--- src/rtl/mips_pkg.sv ---
// rtl/mips_pkg.sv - shared register-bank constants, dump FSM states and one-hot check
package mips_pkg;

  localparam int NREGS  = 16;
  localparam int REG_AW = 4;

  typedef enum logic [1:0] {
    IDLE = 2'd0,
    SEND = 2'd1,
    DONE = 2'd2
  } dump_state_t;

  // Exactly one bit set: non-zero and clearing the lowest set bit leaves nothing.
  function automatic logic onehot16_ok(input logic [NREGS-1:0] sel);
    return (sel != '0) && ((sel & (sel - 1'b1)) == '0);
  endfunction

endpackage

--- src/rtl/reg_dump_seq.sv ---
// rtl/reg_dump_seq.sv - handshaked sequencer walking register indices 0..15 for a dump
module reg_dump_seq
  import mips_pkg::*;
(
  input  logic              clk,
  input  logic              rst_n,
  input  logic              dump_req,
  input  logic              dump_ready,
  output logic [REG_AW-1:0] dump_idx,
  output logic              dump_valid,
  output logic              dump_busy,
  output logic              dump_done
);

  dump_state_t       state;
  logic [REG_AW-1:0] idx;

  always_ff @(posedge clk or negedge rst_n) begin
    if (!rst_n) begin
      state <= IDLE;
      idx   <= '0;
    end else begin
      case (state)
        IDLE: begin
          if (dump_req) begin
            state <= SEND;
            idx   <= '0;
          end
        end
        SEND: begin
          if (dump_ready) begin
            if (idx == REG_AW'(NREGS - 1)) begin
              state <= DONE;
            end else begin
              idx <= idx + 1'b1;
            end
          end
        end
        DONE: begin
          // Park on index 0 so idle outputs match the reset view.
          state <= IDLE;
          idx   <= '0;
        end
        default: begin
          state <= IDLE;
          idx   <= '0;
        end
      endcase
    end
  end

  assign dump_idx   = idx;
  assign dump_valid = (state == SEND);
  assign dump_busy  = (state == SEND) || (state == DONE);
  assign dump_done  = (state == DONE);

endmodule

--- src/rtl/reg_bank16.sv ---
// rtl/reg_bank16.sv - 16x32 register bank, one-hot write select, bypass, error flag, dump port
module reg_bank16
  import mips_pkg::*;
#(
  parameter int WIDTH  = 32,
  parameter bit BYPASS = 1'b1
) (
  input  logic              clk,
  input  logic              rst_n,
  input  logic              wr_en,
  input  logic [NREGS-1:0]  wr_sel,
  input  logic [WIDTH-1:0]  wr_data,
  input  logic [REG_AW-1:0] rd_addr_a,
  input  logic [REG_AW-1:0] rd_addr_b,
  output logic [WIDTH-1:0]  rd_data_a,
  output logic [WIDTH-1:0]  rd_data_b,
  output logic              wr_err,
  input  logic              err_clr,
  input  logic              dump_req,
  output logic              dump_busy,
  output logic              dump_valid,
  input  logic              dump_ready,
  output logic [REG_AW-1:0] dump_idx,
  output logic [WIDTH-1:0]  dump_data,
  output logic              dump_done
);

  logic [WIDTH-1:0] mem [NREGS];
  logic             sel_ok;
  logic             wr_legal;
  logic             wr_illegal;

  assign sel_ok     = onehot16_ok(wr_sel);
  assign wr_legal   = wr_en && sel_ok;
  assign wr_illegal = wr_en && !sel_ok;

  // Entry 0 is never written, so it stays at its reset value of zero.
  always_ff @(posedge clk or negedge rst_n) begin
    if (!rst_n) begin
      for (int i = 0; i < NREGS; i++) mem[i] <= '0;
    end else begin
      for (int i = 1; i < NREGS; i++) begin
        if (wr_legal && wr_sel[i]) mem[i] <= wr_data;
      end
    end
  end

  // A new illegal write outranks a clear in the same cycle.
  always_ff @(posedge clk or negedge rst_n) begin
    if (!rst_n) begin
      wr_err <= 1'b0;
    end else if (wr_illegal) begin
      wr_err <= 1'b1;
    end else if (err_clr) begin
      wr_err <= 1'b0;
    end
  end

  always_comb begin
    rd_data_a = '0;
    if (rd_addr_a != '0) begin
      if (BYPASS && wr_legal && wr_sel[rd_addr_a]) rd_data_a = wr_data;
      else                                          rd_data_a = mem[rd_addr_a];
    end
  end

  always_comb begin
    rd_data_b = '0;
    if (rd_addr_b != '0) begin
      if (BYPASS && wr_legal && wr_sel[rd_addr_b]) rd_data_b = wr_data;
      else                                          rd_data_b = mem[rd_addr_b];
    end
  end

  reg_dump_seq u_seq (
    .clk        (clk),
    .rst_n      (rst_n),
    .dump_req   (dump_req),
    .dump_ready (dump_ready),
    .dump_idx   (dump_idx),
    .dump_valid (dump_valid),
    .dump_busy  (dump_busy),
    .dump_done  (dump_done)
  );

  assign dump_data = mem[dump_idx];

endmodule
--- config.mk ---
export PLATFORM = sky130hd
export DESIGN_NAME = reg_bank16
export DESIGN_NICKNAME = d
export VERILOG_FILES = /design/src/rtl/mips_pkg.sv /design/src/rtl/reg_dump_seq.sv /design/src/rtl/reg_bank16.sv
export SDC_FILE = /design/constraint.sdc
export NUM_CORES = 1
export LEC_CHECK = 0
export CAP_MARGIN = 10
export CORE_ASPECT_RATIO = 0.5
export CORE_UTILIZATION = 31
export DETAILED_ROUTE_END_ITERATION = 7
export GPL_TIMING_DRIVEN = 1
export HOLD_SLACK_MARGIN = 0.06
export SETUP_SLACK_MARGIN = 0.3
export SYNTH_ARGS = -nofsm -noshare
export SYNTH_HDL_FRONTEND = slang
export SYNTH_HIERARCHICAL = 1
export SYNTH_SLANG_ARGS = --single-unit
--- constraint.sdc ---
create_clock -name clk -period 3.2 [get_ports clk]
set_input_delay 0.32 -clock clk [delete_from_list [all_inputs] [get_ports clk]]
set_output_delay 0.32 -clock clk [all_outputs]
set_load 0.005 [all_outputs]
; Yosys cells after proc, flatten, opt, wreduce, memory -nomap -nowiden
; Cells that the tools add are included.
[totals]
regBits = 487
in_bits = 62
out_inout_bits = 104
word_cells = 93
[op_classes]
add_sub_neg = 2
order_cmp = 5
eq_ne = 7
mux = 27
n_bitwise = 4
n_reduce_logical = 30
[op_table]
columns = operator, count
row1 = 32-bit binary-select mux with 4-bit select, 3
row2 = 32-bit 2-to-1 mux, 10
row3 = 1-bit logical AND, 20
row4 = 16-bit AND, 1
row5 = 16-bit zero test, 1
row6 = 16-bit nonzero test, 1
row7 = "16-bit by 1-bit subtractor with 16-bit output, second input constant", 1
row8 = "5-bit greater-or-equal comparator, second input constant", 3
row9 = 4-bit NOT with 5-bit output, 3
row10 = 4-bit 2-to-1 mux, 3
row11 = "4-bit by 5-bit < comparator with 1-bit output, second input constant", 2
row12 = 1-bit binary-select mux with 4-bit select, 2
row13 = 4-bit one-hot mux with 2 select lines, 1
row14 = 4-bit nonzero test, 2
row15 = 2-bit 2-to-1 mux, 3
row16 = 3-bit AND reduction, 2
row17 = "4-bit by 1-bit adder with 4-bit output, second input constant", 1
row18 = "4-bit == test, second input constant", 1
row19 = 1-bit 2-to-1 mux, 4
row20 = "2-bit by 1-bit inequality test with 1-bit output, second input constant", 2
row21 = "2-bit inequality test, second input constant", 2
row22 = 2-bit one-hot mux with 2 select lines, 1
row23 = "2-bit by 1-bit == test with 1-bit output, second input constant", 1
row24 = "2-bit == test, second input constant", 1
row25 = other kinds (4), 4

; Logic depth before layout (Yosys ltp)
; Gate-level depths: netlist of the first run.
[depth]
depth_word = 8
ltp_mapped = 9
ltp_nobuf = 6

; By module
; Netlist of the first run, hierarchy kept.
[by_module_without_submodules]
columns = mod, n_inst, cells_per_inst, area_each_um2, seq_area_each_um2
row1 = reg_bank16, 1, 2016, 31906.9, 12036.5
row2 = reg_dump_seq, 1, 41, 409.1, 150.1

; Least setup slack after synthesis of the first run
; No wires, ideal clock.
[synth_path]
path_kind = input-to-output
startpoint = input port rd_addr_a[0]
endpoint = output port rd_data_a[23]
t_arrival_ps = 2770
required_ps = 2880
setup_slack_ps = 110
path_stages = 6
path_cell_list = clkbuf_1 > buf_2 > buf_1 > mux4_2 > mux4_2 > mux2_1
[synth_between]
elab_chain_cells = 6
elab_cells_between_ends = 10
cone_classes = mux: 7 / bitwise: 1 / reduce/logical: 2
[synth_lines]
columns = element, line
row1 = from (decl), reg_bank16.sv:13  ; input logic [REG_AW-1:0] rd_addr_a,
row2 = 4-bit NOT with 5-bit output (implied by the code), reg_bank16.sv:63  ; else rd_data_a = mem[rd_addr_a];
row3 = 32-bit binary-select mux with 4-bit select, reg_bank16.sv:63
row4 = 32-bit 2-to-1 mux (implied by the code) (2 in series), reg_bank16.sv:63
row5 = 32-bit 2-to-1 mux, reg_bank16.sv:62  ; if (BYPASS && wr_legal && wr_sel[rd_addr_a]) rd_data_a = wr_data;
row6 = 32-bit 2-to-1 mux (*), reg_bank16.sv:61  ; if (rd_addr_a != '0) begin
row7 = to (decl), reg_bank16.sv:15  ; output logic [WIDTH-1:0] rd_data_a,
; Mark *: on every way between the ends. The rest lies on a longest branch, timed or not. The select of a mux whose other input is x is not followed.

; Worst setup path after layout of the first run
[layout_path]
startpoint = register u_seq.idx[0] (netlist: u_seq/dump_idx[0])
endpoint = output port dump_data[25]
[layout_between]
elab_chain_cells = 4
[layout_lines]
columns = element, line
row1 = from (decl), reg_dump_seq.sv:16  ; logic [REG_AW-1:0] idx;
row2 = from (signal assigned), reg_dump_seq.sv:35  ; idx <= idx + 1'b1;
row3 = 4-bit NOT with 5-bit output (implied by the code), reg_bank16.sv:86  ; assign dump_data = mem[dump_idx];
row4 = 32-bit binary-select mux with 4-bit select, reg_bank16.sv:86
row5 = 32-bit 2-to-1 mux (implied by the code) (2 in series), reg_bank16.sv:86
row6 = to (decl), reg_bank16.sv:24  ; output logic [WIDTH-1:0] dump_data,
; Every way passes these cells. The select of a mux whose other input is x is not followed.

==> results of run 1 <==
==> cells in the mapped netlist, drive strengths merged (4+ instances only) <==
| cell | number |
|---|---|
| a2111oi | 10 |
| a21oi | 16 |
| a221o | 5 |
| a221oi | 5 |
| a22o | 77 |
| a31oi | 4 |
| and2 | 53 |
| buf | 100 |
| clkbuf | 123 |
| dfrtp | 487 |
| ha | 5 |
| inv | 6 |
| mux2 | 638 |
| mux2i | 18 |
| mux4 | 372 |
| nand2 | 18 |
| nand3 | 4 |
| nand4 | 15 |
| nor2 | 18 |
| nor2b | 5 |
| nor3 | 16 |
| o21ai | 13 |
| o22ai | 17 |
| or4 | 4 |
==> cells by family (layout without fill, tap and decap cells) <==
family / count (synthesis) / after routing
muxes: 1028 / 1028
DFF: 487 / 487
buffers and inverters: 229 / 593
AOI/OAI and AO/OA: 156 / 156
and+or+nand+nor: 149 / 149
adders and majority gates: 7 / 7
xor gates and xnor gates: 1 / 1
==> final cells by class <==
class / count / area [um2]
Fill cell: 9285 / 61700
Multi-Input combinational cell: 1341 / 19300
Sequential cell: 487 / 12200
Timing Repair Buffer: 491 / 6050
Tap cell: 1402 / 1750
Clock buffer: 76 / 1510
Clock inverter: 20 / 385
Inverter: 6 / 22.5
==> power breakdown <==
group / internal, uW / switching [uW] / leakage (uW) / total, uW
sequential: 6200 / 129 / 0.00679 / 6330
clock: 4160 / 2660 / 0.000928 / 6820
combinational: 2310 / 2190 / 0.0112 / 4500
==> registers in the layout, indices dropped and copies added, names as in the netlist <==
name and count:
u_seq/state 2, mem 480, u_seq/dump_idx 4, wr_err 1
==> how the worst max path moves through the flow <==
stage               slack (ns)               from  cells past startpoint            end
finish                   -0.04  u_seq/dump_idx[0]                      8  dump_data[25]
global route             -0.08          wr_sel[0]                     14   rd_data_b[7]
CTS                      -0.13          wr_sel[3]                     14   rd_data_b[7]
detailed placement       -0.81          wr_sel[0]                      9  rd_data_a[10]
global placement         -0.80          wr_sel[0]                      9   rd_data_a[5]
floorplan                 0.33       rd_addr_a[0]                      6  rd_data_a[27]
==> per-stage QoR <==
step / util [%] / total power (uW)
5_1_grt: 40.0 / 18100
6_report: 40.0 / 17600
2_1_floorplan: - / 8010
3_5_place_dp: 36.2 / 9390
4_1_cts: 39.4 / 17300
3_3_place_gp: 36.2 / 9370
==> what timing repair did <==
item / 4_1_cts / 5_1_grt
endpoints found under the hold margin: 73 / 0
endpoints found under the setup margin: 186 / 96
buffers inserted: 61 / 35
hold buffers: 1 / 0
cloned: 16 / 5
resized for setup: 596 / 56
pin swaps: 13 / 18
==> worst reg2reg max path, stage by stage, from the launching register on <==
cell and delay, ns:
dfrtp_4 0.49, buf_6 0.14, buf_8 0.14, buf_12 0.14, buf_6 0.14, ha_1 0.22
and3_1 0.21, or3_4 0.35, o211ai_1 0.27
==> per-layer routing <==
metal	vias to the layer above	part of all wire, %	GRT usage, %
met2	938	48	33.3
met1	11900	41	28.1
met3	224	6.9	3.63
met4	2	4.0	7.89
met5	-	0.010	0
li1	8920	-	-
==> summary.md, run 1 <==
| Metric | Value |
|---|---|
| Status | `complete, but fails checks` |
| Failing checks | `setup timing` |
| DP Area | `37,300 um2` |
| Largest net degree at the start of global routing | `91` |
| Overflow after GRT | `0` |
| Hold Path Sink | `wr_err` |
| Clk Tree Root Cell | `clkbuf_16` |
| Tightest Pin Transition | `1.26 ns` |
| Worst Clk Skew | `0.000846 ns` |
| Post-synth EDFFs | `0` |
| Post-synth top area cell | `dfrtp_1` |
| Cts bufs inserted | `53` |
| Worst VDD drop | `around 0.37 mV` |
| Netlist cell types | `54` |
| Post-Synth Adder-Cell Area | `less than 1%` |
| Cell-by-cell trace of the critical path | `buf_12 -> buf_6 -> buf_8 -> buf_6 -> buf_12 -> mux4_2 -> mux4_2 -> buf_2` |
| # DRC | `0` |
| Reg clk slew, reported paths | `about 0.060 ns` |
| Top-area cell type share of the netlist area | `37.7%` |
| Pwr Density | `428 nW/um2` |
| Yosys reg bits | `487` |
| HPWL after DPL | `between 60,000 and 70,000 um` |
| Worst Hold Class | `primary input to register` |
| Critical path's slowest cell | `mux4_2` |
| Final period utilization | `101%` |
| CP max stage delay | `0.56 ns` |
| Design area | `~41,000 um2` |
| Syn_nets | `around 2,100` |
| Clock sink total | `roughly 490` |
| Worst Reg-to-Reg Cells | `8` |
| # setup viols final | `22` |
| Warnings from Yosys | `70` |
| Initial antenna violation count | `1` |
| Commonest non-fill, non-tap cells in the layout | `dfrtp_1 (483), mux4_2 (372), mux2_2 (351)` |
| Vias in the first global route | `roughly 23,000` |
| Compound-cell area share of the yosys netlist | `under 10%` |
| Post-layout nets | `2,447` |
| Total core area | `between 100,000 and 150,000 um2` |
| Worst slack, placed | `-0.805 ns` |
| R2r endpoint | `u_seq/dump_idx[1]` |
| Synth Area in XOR/XNOR | `0.0271%` |
| Combinational family with the most area after synthesis | `multiplexers` |
| Starting DRT DRC Count | `2,255` |
| Die H | `roughly 230 um` |
| Main area contributors after synthesis | `dfrtp_1 (38%), mux4_2 (26%), mux2_2 (13%)` |
| Share of cells above drive strength 1 | `65.0%` |
| Worst EP required | `~2.9 ns` |
| CTS H-tree depth | `2` |
| Synth Cell Area | `~32,000 um2` |
| Vias | `roughly 22,000` |
| Clock latency on the worst-skew pair | `0.62 ns` |
| Post-synthesis async set-or-reset flop share | `100%` |
| Worst Hold Launch | `err_clr` |
| CTS tree | `built` |
| Area grow syn2layout | `27.4%` |
| ANT cells | `0` |
| WL/cell | `~29 um` |
| Fin worst setup slack | `-0.0424 ns` |
| Placed Instances | `between 3,000 and 4,000` |
| Commonest non-fill, non-tap cell in the layout | `dfrtp_1` |
| Unrepaired setup endpoints after global routing | `yes` |
| Layout Cells excl Fill | `roughly 3,800` |
| Crit path time final | `roughly 3.2 ns` |
| Top_reg_cell synth | `dfrtp_1` |
| Multiplexer share of the synthesized area | `between 50% and 60%` |
| Routed vias/inst | `5.76` |
| First-pass GRT wire length | `~160,000 um` |
| Clock buffer depth | `3` |
| Hold Violations, Final | `0` |
| Antenna Nets Post-Route | `0` |
| Worst-path maximum fanout | `6` |
| R2R Setup Slk | `1.00 ns` |
| CP Capture Type | `output pin` |
| Placer Congestion | `roughly 0.86` |
| Post-synthesis sequential area ratio | `between 30% and 40%` |
| WHS Path Cells | `3` |
| Buffers on Ports | `165` |
| Synth Area in Simple Gates | `under 10%` |
| Cell family with the largest share of critical-path delay | `multiplexers` |
| CP bufs+invs | `6` |
| # IOs | `roughly 170` |
| Post-synthesis cell count | `a little over 2,000` |
| Routed WL | `about 110,000 um` |
| Max_cap viols | `0` |
| Max Fclk | `just over 0.3 GHz` |
| Static leakage | `0.0189 uW` |
| CP startpoint kind | `register` |
| Initial cell density of the core | `a little under a third` |
| Die area | `106,000 um2` |
| Tot GR Track Use | `roughly a fifth` |
| Hold WS | `around 0.32 ns` |
| Setup TNS | `-0.537 ns` |
| Avg Cell Area, Syn | `roughly 16 um2` |
| Site Rows | `a little over 80` |
| FF-to-FF Start | `u_seq/dump_idx[1]` |
| Die width | `approximately 460 um` |
| Relative slew slack | `15.9%` |
| First-pass detailed-route iteration total | `5` |
| Max-slew violations | `0` |
| WS Path Type | `register to output pin` |
| Critical path arrival | `roughly 2.9 ns` |
No activity file was read; power rests on OpenSTA's default activity.
==> inputs of run 2 (changes only) <==
--- a/config.mk
+++ b/config.mk
@@ -11,7 +11,6 @@
 export DETAILED_ROUTE_END_ITERATION = 7
 export GPL_TIMING_DRIVEN = 1
 export HOLD_SLACK_MARGIN = 0.06
-export SETUP_SLACK_MARGIN = 0.3
 export SYNTH_ARGS = -nofsm -noshare
 export SYNTH_HDL_FRONTEND = slang
 export SYNTH_HIERARCHICAL = 1
==> run 2 against run 1 <==
  * The run still ends with setup timing left
  * Clock-buffer cell count is 2 lower
  * First-iteration DRC count is 12% lower
  * Register-to-register slack lost 0.12 ns
  * Critical path depth grew 7
  * Sequential power is essentially flat
  * Clock power fell by 1%
  * Hold slack got worse by 0.035 ns
  * Power shrank 1.8%
  * Setup slack lost 0.24 ns
  * Sequential share of layout area is 0.19 points higher
  * Global-route usage is 0.085 points higher
  * Largest cell class unchanged
  * Largest power group unchanged
==> summary.md, run 2 (synthesis results as in run 1) <==
| Metric | Value |
|---|---|
| Clock sink total | `487 (unchanged)` |
| Metal-1 WL | `46,000 um (+0.98%)` |
| Fin worst setup slack | `-0.280 ns (-0.237 ns)` |
| Cts bufs inserted | `54 (+1.9%)` |
| Met3 routed WL | `8100 um (+5.9%)` |
| R2R Setup Slk | `0.88 ns (-0.12 ns)` |
| HPWL after DPL | `67,000 um (-1.7%)` |
| First-pass detailed-route iteration total | `5 (unchanged)` |
| # IOs | `166 (unchanged)` |
| R2r endpoint | `u_seq/dump_idx[1]` |
| Clock buffer depth | `3 (unchanged)` |
| Die H | `230 um (unchanged)` |
| Buffers on Ports | `165 (unchanged)` |
| WS Path Type | `primary input to output pin` |
| Tot GR Track Use | `20.9% (+0.085 points)` |
| Worst EP required | `2.88 ns (about the same)` |
| # setup viols final | `58 (+160%)` |
| CP startpoint kind | `primary input` |
| Vias in the first global route | `22,800 (-0.33%)` |
| Clk Tree Root Cell | `clkbuf_16` |
| Share of cells above drive strength 1 | `63.7% (-1.3 points)` |
| Site Rows | `83 (unchanged)` |
| Post-Route Utilization | `39.7% (-0.26 points)` |
| Clock latency on the worst-skew pair | `0.63 ns (about the same)` |
| Worst VDD drop | `0.468 mV (+27%)` |
| Highest metal used | `met5` |
| Max_cap viols | `0 (unchanged)` |
| Post-layout nets | `2,447 (unchanged)` |
| Total core area | `103,000 um2 (unchanged)` |
| Overflow after GRT | `0 (unchanged)` |
| Routed WL | `111,000 um (+0.63%)` |
| Tightest Pin Transition | `0.821 ns (-0.435 ns)` |
| Static leakage | `0.0188 uW (-0.33%)` |
| Status | `complete, but fails checks` |
| Starting DRT DRC Count | `1,985 (-12%)` |
| Vias | `22,100 (+0.21%)` |
| Critical path arrival | `3.16 ns (+0.24 ns)` |
| Most flops, register | `mem` |
| Worst Hold Class | `primary input to asynchronous set/reset pin` |
| Area grow syn2layout | `26.6%` |
| Initial antenna violation count | `3 (+2)` |
| Die area | `106,000 um2 (unchanged)` |
| FF-to-FF Start | `u_seq/dump_idx[0]` |
| Die width | `459 um (unchanged)` |
| First-pass GRT wire length | `164,000 um (+0.26%)` |
| CP Launch Point | `wr_sel[0]` |
| Max FFs per register | `480 (unchanged)` |
| Unrepaired setup endpoints after global routing | `yes` |
| Worst-path maximum fanout | `5 (-1)` |
| Crit path to | `rd_data_a[16]` |
| Initial cell density of the core | `31.4% (unchanged)` |
| DP Area | `37,300 um2 (about the same)` |
| Pwr Density | `423 nW/um2 (-1.2%)` |
| WL/cell | `29.0 um (+0.57%)` |
| # DRC | `0 (unchanged)` |
| Relative slew slack | `45.2% (+29 points)` |
| Commonest non-fill, non-tap cells in the layout | `dfrtp_1 (483), mux4_2 (372), mux2_2 (357)` |
| Worst Clk Skew | `0.000931 ns (+0.0000851 ns)` |
| Worst Reg-to-Reg Cells | `7 (-1)` |
| Placer Congestion | `0.859 (-0.37%)` |
| Hold Violations, Final | `0 (unchanged)` |
| Commonest non-fill, non-tap cell in the layout | `dfrtp_1` |
| CP Capture Type | `output pin` |
| Max-slew violations | `0 (unchanged)` |
| Reg clk slew, reported paths | `0.05 ns (about the same)` |
| Failing checks | `setup timing` |
| Metal2 WL | `53,200 um (+1.0%)` |
| Largest net degree at the start of global routing | `88 (-3.3%)` |
| Crit path time final | `3.48 ns (+0.237 ns)` |
| CTS tree | `built` |
| Final period utilization | `109% (+7.4 points)` |
| CTS H-tree depth | `2 (unchanged)` |
| Max Fclk | `0.287 GHz (-6.8%)` |
| Antenna Nets Post-Route | `0 (unchanged)` |
| Routed vias/inst | `5.77 (+0.16%)` |
| Design area | `40,900 um2 (-0.64%)` |
-- run 2: through the flow --
step | power, uW | instances | worst slack [ns] | hold slack, ns | setup TNS (ns)
after CTS | 17200 | 3810 | -0.277 | 0.286 | -5.55
after global placement | 9370 | 3611 | -0.833 | 0.357 | -216.85
after global routing | 17800 | 3824 | -0.349 | 0.319 | -12.42
final | 17300 | 3825 | -0.280 | 0.280 | -7.86
after detailed placement | 9370 | 3611 | -0.804 | 0.362 | -203.56
after floorplan | 8010 | 2057 | 0.110 | 0.0244 | 0
-- run 2: worst max-delay path, cell delays in order --
cell and delay [ns]:
buf_6 0.09, or4_4 0.56, buf_6 0.14, nor4_4 0.29
buf_4 0.17, o2111ai_4 0.11, a21oi_4 0.22, and4_4 0.27
buf_12 0.11, buf_12 0.10, buf_12 0.12, buf_8 0.11
buf_6 0.10, mux2_4 0.30, buf_6 0.11
-- run 2: repair_timing --
item	CTS	global route
hold buffers	1	0
gates resized for setup	456	57
buffers inserted	85	24
hold endpoints to repair	57	0
setup endpoints to repair	96	79
cloned	17	4
pin swaps	8	7
-- run 2: layout make-up --
| class | instances | area, um2 |
|---|---|---|
| diodes | 1 | 2.50 |
| clock inverters | 24 | 308 |
| repair buffers | 490 | 5850 |
| clock buffers | 74 | 1570 |
| multi-input cells | 1341 | 19200 |
| flip-flops and latches | 487 | 12200 |
| fillers | 9407 | 62000 |
| inverters | 6 | 22.5 |
| well taps | 1402 | 1750 |
-- run 2: how the worst min path moves through the flow --
stage / endpoint / slack (ns) / depth (start not counted)
2_1_floorplan: mem[0] / 0.02 / 0
3_3_place_gp: mem[300] / 0.36 / 1
3_5_place_dp: mem[462] / 0.36 / 1
4_1_cts: mem[238] / 0.29 / 2
5_1_grt: mem[104] / 0.32 / 2
6_report: mem[462] / 0.28 / 2
-- run 2: layer usage --
layer | GRT usage, % | vias to the layer above
met5 | 0 | -
met4 | 6.63 | 4
met3 | 3.20 | 206
met2 | 34.2 | 1030
met1 | 28.3 | 11900
li1 | - | 8928
-- run 2: report_power, final --
group,internal [uW],switching [uW],leakage (uW)
logic,2150,2100,0.0111
registers,6200,155,0.00679
clock network,3980,2740,0.000931
total,12300,4990,0.0188
==> inputs of run 3 (changes only) <==
--- a/config.mk
+++ b/config.mk
@@ -11,6 +11,7 @@
 export DETAILED_ROUTE_END_ITERATION = 7
 export GPL_TIMING_DRIVEN = 1
 export HOLD_SLACK_MARGIN = 0.06
+export RECOVER_POWER = 50
 export SYNTH_ARGS = -nofsm -noshare
 export SYNTH_HDL_FRONTEND = slang
 export SYNTH_HIERARCHICAL = 1
==> run 3 against run 2 <==
  * The run ends with capacitance limit, slew limit, setup timing left
  * Sequential power about the same
  * Die area unchanged
  * Hold slack better by 0.049 ns
  * Setup slack worse by 0.010 ns
  * Global-route usage unchanged
  * Sequential cell count unchanged
  * Critical path type unchanged
==> summary.md, run 3 (synthesis results as in run 1) <==
| Metric | Value |
|---|---|
| Status | `complete, but fails checks` |
| Failing checks | `capacitance limit, slew limit, setup timing` |
| R2R Setup Slk | `0.57 ns (-0.31 ns)` |
| Worst Reg-to-Reg Cells | `7 (unchanged)` |
| Worst VDD drop | `0.465 mV (-0.61%)` |
| Relative slew slack | `-30.1% (-75 points)` |
| Hold Path Sink | `wr_err` |
| Reg clk slew, reported paths | `0.06 ns (about the same)` |
| First-pass detailed-route iteration total | `5 (unchanged)` |
| CP Capture Type | `output pin` |
| # fillers | `9,424 (+0.18%)` |
| Routed WL | `111,000 um (about the same)` |
| Tightest Pin Transition | `1.95 ns (+1.13 ns)` |
| Post-layout nets | `2,447 (unchanged)` |
| CP startpoint kind | `primary input` |
| # setup viols final | `62 (+6.9%)` |
| Share of cells above drive strength 1 | `63.6% (-0.17 points)` |
| Final period utilization | `109% (+0.32 points)` |
| Placer Congestion | `0.859 (unchanged)` |
| Initial cell density of the core | `31.4% (unchanged)` |
| Die H | `230 um (unchanged)` |
| Crit path time final | `3.49 ns (+0.0104 ns)` |
| Post-Route Utilization | `39.6% (-0.11 points)` |
| # DRC | `0 (unchanged)` |
| R2r endpoint | `u_seq/state[0]` |
| Max Fclk | `0.287 GHz (-0.30%)` |
| Tot GR Track Use | `20.9% (unchanged)` |
| Layout Cells excl Fill | `3,826 (+0.026%)` |
| Vias in the first global route | `22,800 (unchanged)` |
| HPWL after DPL | `67,000 um (unchanged)` |
| First-pass GRT wire length | `164,000 um (unchanged)` |
| Max_cap viols | `1 (+1)` |
| CTS tree | `built` |
| Switching power | `5000 uW (about the same)` |
| Flop pwr share | `36.8% (about the same)` |
| Logic pwr share | `24.3% (-0.2 points)` |
| Die area | `106,000 um2 (unchanged)` |
| Cts bufs inserted | `54 (unchanged)` |
| Worst Hold Launch | `err_clr` |
| Die width | `459 um (unchanged)` |
| Max-slew violations | `67 (+67)` |
| Total core area | `103,000 um2 (unchanged)` |
| Site Rows | `83 (unchanged)` |
| Worst-path maximum fanout | `5 (unchanged)` |
| Hold Violations, Final | `0 (unchanged)` |
| Pwr Density | `423 nW/um2 (about the same)` |
| Buffers on Ports | `165 (unchanged)` |
| Worst Clk Skew | `0.000639 ns (-0.000292 ns)` |
| Clock sink total | `487 (unchanged)` |
| Sw Ratio | `28.9% (+0.11 points)` |
| Worst Hold Class | `primary input to register` |
| Worst EP required | `2.88 ns (about the same)` |
| Hold WS | `0.330 ns (+0.0491 ns)` |
| CTS H-tree depth | `2 (unchanged)` |
| Most flops, register | `mem` |
| Clock latency on the worst-skew pair | `0.63 ns (about the same)` |
| Placed Instances | `3,611 (unchanged)` |
| Overflow after GRT | `0 (unchanged)` |
| WS Path Type | `primary input to output pin` |
| Int Power | `12,300 uW (-0.45%)` |
| Area grow syn2layout | `26.2%` |
| Commonest non-fill, non-tap cells in the layout | `dfrtp_1 (483), mux4_2 (372), mux2_2 (357)` |
| WL/cell | `29.0 um (about the same)` |
| WHS Path Cells | `3` |
| Vias | `22,000 (-0.10%)` |
| Commonest non-fill, non-tap cell in the layout | `dfrtp_1` |
| Initial antenna violation count | `3 (unchanged)` |
| Clock power frac | `38.9% (about the same)` |
| Antenna Nets Post-Route | `0 (unchanged)` |
| Unrepaired setup endpoints after global routing | `yes` |
| Routed vias/inst | `5.76 (-0.13%)` |
| Critical path arrival | `3.17 ns (about the same)` |
| DP Area | `37,300 um2 (unchanged)` |
| Starting DRT DRC Count | `2,057 (+3.6%)` |
| Clock buffer depth | `3 (unchanged)` |
| # IOs | `166 (unchanged)` |
| Largest net degree at the start of global routing | `88 (unchanged)` |
| Clk Tree Root Cell | `clkbuf_16` |
| Fin worst setup slack | `-0.290 ns (-0.0104 ns)` |
| Max FFs per register | `480 (unchanged)` |
| FF-to-FF Start | `u_seq/dump_idx[0]` |
| Static leakage | `0.0188 uW (-0.30%)` |
| Design area | `40,800 um2 (-0.29%)` |
-- run 3: cell types whose count changed in the layout (fill, tap and decap cells not counted), sizes merged --
| cell | delta |
|---|---|
| dlygate4sd3 | +1 |
| clkbuf | +9 |
| clkdlybuf4s50 | -1 |
| bufbuf | -1 |
| diode | +1 |
| buf | -8 |
-- run 3: worst max-delay path, stage by stage --
cell and delay (ns):
buf_6 0.09, or4_4 0.56, buf_6 0.14, nor4_4 0.30
buf_4 0.18, o2111ai_4 0.11, a21oi_4 0.22, and4_4 0.27
buf_12 0.11, buf_12 0.10, buf_12 0.12, buf_8 0.11
buf_6 0.10, mux2_4 0.30, buf_6 0.11
-- run 3: power groups by stage --
stage               registers, uW  clock network (uW)  logic, uW
detailed placement           6470                   0       2900
CTS                          6340                6820       4030
finish                       6350                6710       4200
global route                 6350                7040       4340
floorplan                    6340                   0       1680
global placement             6470                   0       2900
-- run 3: area by class of cell --
cell class | instances | area (um2) | area share, %
multi-input combinational | 1341 | 19200 | 47.1
sequential | 487 | 12200 | 29.9
timing repair buffer | 490 | 5730 | 14.1
tap | 1402 | 1750 | 4.30
clock buffer | 74 | 1570 | 3.84
clock inverter | 24 | 308 | 0.755
inverter | 6 | 22.5 | 0.0552
antenna | 2 | 5.00 | 0.0123
-- run 3: what timing repair did --
item | in CTS | in global routing
hold buffers | 1 | 0
endpoints found under the setup margin | 96 | 79
gates resized for setup | 456 | 57
hold endpoints to repair | 57 | 0
pin swaps | 8 | 7
cloned | 17 | 4
setup buffers | 85 | 24
-- run 3: metal layers --
metal  global-route usage [%]  vias to the layer above  wire (um)
met5                        0                        -         22
met3                     3.20                      209       7480
met1                     28.3                    11900      46400
met2                     34.2                      999      53200
li1                         -                     8913          -
met4                     6.63                        4       3740
-- run 3: how the worst max path moves through the flow --
stage,from,end,slack [ns],cells past startpoint
CTS,wr_sel[3],rd_data_b[21],-0.28,14
global placement,wr_sel[0],rd_data_a[6],-0.83,9
finish,wr_sel[0],rd_data_a[16],-0.29,15
detailed placement,wr_sel[0],rd_data_a[7],-0.80,9
floorplan,rd_addr_a[0],rd_data_a[23],0.11,6
global route,wr_sel[0],rd_data_b[9],-0.35,15
-- run 3: per-stage QoR --
stage	worst slack, ns	setup TNS (ns)	total power (uW)
CTS	-0.277	-5.55	17200
global placement	-0.833	-216.85	9370
detailed placement	-0.804	-203.56	9370
finish	-0.290	-8.49	17300
floorplan	0.110	0	8010
global route	-0.349	-22.88	17700
